[src/rtl/controller_tc1_pkg.sv]
// rtl/controller_tc1_pkg.sv - shared constants and types for the tc1 control port
package controller_tc1_pkg;

    localparam int DEFAULT_DATA_WIDTH = 25;
    localparam int DEFAULT_CNT_WIDTH  = 16;

    localparam logic [2:0] ADDR_LEVEL  = 3'd0;
    localparam logic [2:0] ADDR_WIDTH  = 3'd1;
    localparam logic [2:0] ADDR_TRIG   = 3'd2;
    localparam logic [2:0] ADDR_STATUS = 3'd3;
    localparam logic [2:0] ADDR_OUTSET = 3'd4;
    localparam logic [2:0] ADDR_OUTCLR = 3'd5;

    typedef enum logic {
        ST_IDLE = 1'b0,
        ST_RUN  = 1'b1
    } timer_state_t;

endpackage

[src/rtl/controller_tc1_pulse_timer.sv]
// rtl/controller_tc1_pulse_timer.sv - shared down-counter driving one-shot pulses on a bit mask
module controller_tc1_pulse_timer
    import controller_tc1_pkg::*;
#(
    parameter int DATA_WIDTH = DEFAULT_DATA_WIDTH,
    parameter int CNT_WIDTH  = DEFAULT_CNT_WIDTH
) (
    input  logic                  clk,
    input  logic                  reset_n,
    input  logic                  trig_i,
    input  logic [DATA_WIDTH-1:0] trig_bits_i,
    input  logic [CNT_WIDTH-1:0]  width_i,
    output logic [DATA_WIDTH-1:0] active_mask_o,
    output logic                  done_pulse_o,
    output logic [CNT_WIDTH-1:0]  count_o
);

    localparam logic [CNT_WIDTH-1:0] CNT_ONE = CNT_WIDTH'(1);

    timer_state_t          state_q, state_d;
    logic [DATA_WIDTH-1:0] mask_q, mask_d;
    logic [CNT_WIDTH-1:0]  count_q, count_d;
    logic                  launch;
    logic                  expire;

    assign launch = trig_i && (width_i != '0) && (trig_bits_i != '0);
    assign expire = (state_q == ST_RUN) && (count_q == CNT_ONE);

    always_ff @(posedge clk or negedge reset_n) begin
        if (!reset_n) begin
            state_q <= ST_IDLE;
            mask_q  <= '0;
            count_q <= '0;
        end else begin
            state_q <= state_d;
            mask_q  <= mask_d;
            count_q <= count_d;
        end
    end

    always_comb begin
        state_d      = state_q;
        mask_d       = mask_q;
        count_d      = count_q;
        done_pulse_o = 1'b0;
        case (state_q)
            ST_IDLE: begin
                if (launch) begin
                    mask_d  = trig_bits_i;
                    count_d = width_i;
                    state_d = ST_RUN;
                end
            end
            ST_RUN: begin
                done_pulse_o = expire;
                if (launch) begin
                    // A trigger on the final cycle starts a fresh pulse with only the new bits.
                    mask_d  = expire ? trig_bits_i : (mask_q | trig_bits_i);
                    count_d = width_i;
                end else if (expire) begin
                    mask_d  = '0;
                    count_d = '0;
                    state_d = ST_IDLE;
                end else if (count_q > CNT_ONE) begin
                    count_d = count_q - CNT_ONE;
                end
            end
            default: begin
                state_d = ST_IDLE;
                mask_d  = '0;
                count_d = '0;
            end
        endcase
    end

    assign active_mask_o = mask_q;
    assign count_o       = count_q;

endmodule

[src/rtl/controller_tc1_control.sv]
// rtl/controller_tc1_control.sv - Avalon-MM output port for timer channel 1 with one-shot pulses
module controller_tc1_control
    import controller_tc1_pkg::*;
#(
    parameter int DATA_WIDTH = DEFAULT_DATA_WIDTH,
    parameter int CNT_WIDTH  = DEFAULT_CNT_WIDTH
) (
    input  logic                  clk,
    input  logic                  reset_n,
    input  logic [2:0]            address,
    input  logic                  chipselect,
    input  logic                  write_n,
    input  logic [31:0]           writedata,
    output logic [31:0]           readdata,
    output logic [DATA_WIDTH-1:0] out_port,
    output logic                  irq
);

    logic [DATA_WIDTH-1:0] level_q, level_d;
    logic [CNT_WIDTH-1:0]  width_q, width_d;
    logic                  done_q, done_d;
    logic [31:0]           readdata_q, readdata_d;

    logic                  wr_strobe;
    logic                  trig_strobe;
    logic [DATA_WIDTH-1:0] wdata_bits;
    logic [DATA_WIDTH-1:0] active_mask;
    logic                  done_pulse;
    logic [CNT_WIDTH-1:0]  timer_count;

    assign wr_strobe   = chipselect && !write_n;
    assign trig_strobe = wr_strobe && (address == ADDR_TRIG);
    assign wdata_bits  = writedata[DATA_WIDTH-1:0];

    controller_tc1_pulse_timer #(
        .DATA_WIDTH (DATA_WIDTH),
        .CNT_WIDTH  (CNT_WIDTH)
    ) u_pulse_timer (
        .clk           (clk),
        .reset_n       (reset_n),
        .trig_i        (trig_strobe),
        .trig_bits_i   (wdata_bits),
        .width_i       (width_q),
        .active_mask_o (active_mask),
        .done_pulse_o  (done_pulse),
        .count_o       (timer_count)
    );

    always_ff @(posedge clk or negedge reset_n) begin
        if (!reset_n) begin
            level_q    <= '0;
            width_q    <= '0;
            done_q     <= 1'b0;
            readdata_q <= '0;
        end else begin
            level_q    <= level_d;
            width_q    <= width_d;
            done_q     <= done_d;
            readdata_q <= readdata_d;
        end
    end

    always_comb begin
        level_d = level_q;
        width_d = width_q;
        done_d  = done_q;
        if (wr_strobe) begin
            case (address)
                ADDR_LEVEL:  level_d = wdata_bits;
                ADDR_WIDTH:  width_d = writedata[CNT_WIDTH-1:0];
                ADDR_STATUS: done_d  = 1'b0;
                ADDR_OUTSET: level_d = level_q | wdata_bits;
                ADDR_OUTCLR: level_d = level_q & ~wdata_bits;
                default:     ;
            endcase
        end
        // Expiry outranks a simultaneous status-write clear.
        if (done_pulse) begin
            done_d = 1'b1;
        end
    end

    always_comb begin
        readdata_d = '0;
        case (address)
            ADDR_LEVEL:  readdata_d = 32'(level_q);
            ADDR_WIDTH:  readdata_d = 32'(width_q);
            ADDR_TRIG:   readdata_d = 32'(active_mask);
            ADDR_STATUS: readdata_d = {31'd0, done_q};
            default:     readdata_d = '0;
        endcase
    end

    assign readdata = readdata_q;
    assign out_port = level_q | active_mask;
    assign irq      = done_q;

    logic unused_sink;
    assign unused_sink = &{1'b0, writedata, timer_count};

endmodule

[config.mk]
export PLATFORM = sky130hd
export DESIGN_NAME = controller_tc1_control
export DESIGN_NICKNAME = d
export VERILOG_FILES = /design/src/rtl/controller_tc1_pkg.sv /design/src/rtl/controller_tc1_pulse_timer.sv /design/src/rtl/controller_tc1_control.sv
export SDC_FILE = /design/constraint.sdc
export NUM_CORES = 1
export LEC_CHECK = 0
export BUFFER_PORTS_ARGS = -buffer_cell sky130_fd_sc_hd__clkbuf_2
export CORE_ASPECT_RATIO = 1.75
export CORE_UTILIZATION = 48
export CTS_CLUSTER_SIZE = 28
export DETAILED_ROUTE_END_ITERATION = 7
export GPL_ROUTABILITY_DRIVEN = 1
export MAX_ROUTING_LAYER = met4
export PLACE_DENSITY_LB_ADDON = 0.2
export SLEW_MARGIN = 20
export SYNTH_ARGS = -nofsm -noshare
export SYNTH_HDL_FRONTEND = slang
export SYNTH_SLANG_ARGS = --single-unit
[constraint.sdc]
create_clock -name clk -period 5.05 [get_ports clk]
set_input_delay 0.2525 -clock clk [delete_from_list [all_inputs] [get_ports clk]]
set_output_delay 0.2525 -clock clk [all_outputs]
set_load 0.05 [all_outputs]
==> results.md <==
- Run status: complete, but fails checks
- Failing checks: hold timing
- Hold Crit Class: in2async
- TritonCTS clock tree: built
- RSZ-0062 raised after global routing: no
- Largest net degree at the start of global routing: 64
- Req. time, crit path: 5.23 ns
- Final nets: 612
- Max-cap viol count: 0
- Synthesized area per cell: 10.4 µm²
- FF-to-FF setup slack: around 2.4 ns
- Total track usage: a little over a quarter
- Die Footprint: 11500 µm²
- Total core area: 10700 µm²
- Routed WL: about 14000 µm
- Clock latency on the worst-skew pair: 0.35 ns
- Most instantiated cells after synthesis: dfrtp_1, nor2_1, a21oi_1
- Final setup skew: 0.00841 ns
- Slowest stage delay, CP: around 0.68 ns
- Cells along the critical path: clkbuf_2, or3b_2, nor2_1, buf_4, nand2_1, a21oi_1, a211oi_1
- Crit Path Category: in2reg
- FMAX: 0.352 GHz
- WL/cell: ~20 µm
- Initial core utilization: 49.6%
- Die X-Extent: roughly 81 µm
- Residual DRC: 0
- Clock Sink Count: between 100 and 150
- Slew headroom: between 30% and 40%
- Crit-path max FO: 29
- #FFs+latches synth: 109
- Post-CTS Resized: 0
- TritonCTS Buffers: 9
- Mapped Cells: 508
- Post-CTS Setup Bufs: 0
- Setup TNS: 0 ns
- Final hold viol count: 26
- Startpoint class of the critical path: input pin
- 1st-pass router iterations: 6
- Post-Route Utilization: between 50 and 60%
- IO buf count: 82
- Placed cells: a little under 700
- DRT iter0 DRCs: between 300 and 400
- Most common cell in the netlist: dfrtp_1
- Yosys Warn Count: 0
- Antenna diode count: 0
- Setup violations, final: 0
- Clk slew on worst S/H paths: about 0.070 ns
- Critical Path End Type: flop
- Row count: 50
- Top-level I/O count: 97
- Synth top area share: between 50% and 60%
- Ys flop type: dfrtp_1
- Via count: 4294
- Placer's final routability congestion estimate: roughly 0.92
- Top cells by area, synth: dfrtp_1, mux2_2, nor2_1
- Register area share after synthesis: a little over 50%
- Peak supply drop: roughly 0.00023 V
- Total gr overflow: 0
- Initial antenna violation count: 0
- Hpwl dp: a little under 10000 µm
- Post-CTS Hold Fix Bufs: 0
- Longest Clk Path Bufs: 2
- EDFF count, synth: 0
- Worst Max-Slew Pin Slew: about 1.0 ns
- P&R area growth vs syn: 13.2%
- First-pass GRT wire length: roughly 22000 µm
- Root buffer cell: clkbuf_16
- Crit path time final: roughly 2.8 ns
- H-tree Lvls: 3
- Fin. max-slew vios: 0
- Share of post-route cells with drive strength above 1: roughly 28%
- Finished Layout Cells: 706
- Period Utilization, post-route: a little under three fifths
- Routed Antenna Nets: 0
- Synth Cell Area: about 5300 µm²
- Static Leak: between 2 and 3 nW
- Synth async-reset ratio: 100%
- CP max-delay cell: or3b_2
- Min Hold Slack: -0.0140 ns
- Vias in the first global route: ~4.3k
- DIE HEIGHT: roughly 140 µm
- CP arrival: about 3.0 ns
- Unique masters post-synth: 47
- Pwr per Cell Area: roughly 480 nW/µm²
- Yosys top cell by area: dfrtp_1
- Vias per std cell: about 6.1
stage by stage:
stage               hold slack [ns]  power, mW  setup WS (ns)  cell area [µm²]
detailed placement            0.389       2.19           1.88             5720
global route                 0.0442       3.00           2.06             6010
global placement              0.380       2.16           1.90             5720
CTS                          0.0195       2.87           2.22             6010
finish                      -0.0140       2.86           2.21             6010
floorplan                   -0.0431       1.94           2.78             5330
kinds of logic (layout without fill, tap and decap cells):
kind of cell | Yosys count | in the layout | synth area share [%]
other | 1 | 7 | 0.0707
buffers and inverters | 42 | 104 | 3.98
AO/OA/AOI/OAI | 132 | 132 | 16.8
multiplexers | 52 | 52 | 10.7
AND/OR/NAND/NOR | 170 | 170 | 16.6
adder cells (fa/ha/maj) | 2 | 2 | 0.471
flip-flops | 109 | 109 | 51.4
placed cells by master (no fill, tap or decap), types with 6 or more instances in the layout:
cell / Yosys / routed
nor3_1: 7 / 7
nand2_1: 11 / 11
a211oi_1: 24 / 24
or2_2: 28 / 28
dfrtp_1: 109 / 109
a21oi_1: 46 / 46
clkbuf_16: 0 / 9
a22o_1: 29 / 29
a31oi_1: 6 / 6
conb_1: 1 / 7
mux2i_1: 24 / 24
clkbuf_2: 0 / 81
mux2_2: 27 / 27
o21ai_0: 12 / 12
nor2_1: 75 / 75
nor4_1: 14 / 14
report_power, final:
| group | internal [mW] | switching (mW) |
|---|---|---|
| Sequential | 1.05 | 0.187 |
| Combinational | 0.336 | 0.611 |
| Clock | 0.364 | 0.311 |
| Total | 1.75 | 1.11 |
critical path: cells and delay by family:
kind	cells	cell delay, ns
simple gates	3	1.43
compound gates	2	0.43
buf+inv	2	0.88
layer usage:
metal	track usage, %	vias to the layer above	wire length [µm]
met5	-	-	0
li1	-	1969	-
met2	44.9	145	7420
met1	32.3	2146	5470
met3	3.75	34	604
met4	11.1	0	394
worst paths after layout:
path | startpoint | to | cells past startpoint
worst min register to register | u_pulse_timer.active_mask_o[10] | u_pulse_timer.active_mask_o[10] | 1
worst max-delay path | address[1] | level_q[5] | 7
min in group clk | writedata[21] | level_q[21] | 2
max in group asynchronous | reset_n | readdata[6] | 2
worst max register to register | u_pulse_timer.count_o[1] | u_pulse_timer.active_mask_o[12] | 7
worst min-delay path | reset_n | level_q[16] | 1
area by class of cell:
cell class,instances,area [µm²]
Clock buffer,14,264
Clock inverter,2,17.5
Fill cell,950,4690
Inverter,4,15.0
Multi-Input combinational cell,363,2390
Sequential cell,109,2730
Tap cell,130,163
Timing Repair Buffer,84,428
state kept, by name, indices dropped and copies added, names as in the netlist:
signal,count
level_q,25
readdata,25
u_pulse_timer.active_mask_o,25
u_pulse_timer.count_o,16
width_q,16
irq,1
u_pulse_timer.state_q,1
(Power assumes the default switching activity.)
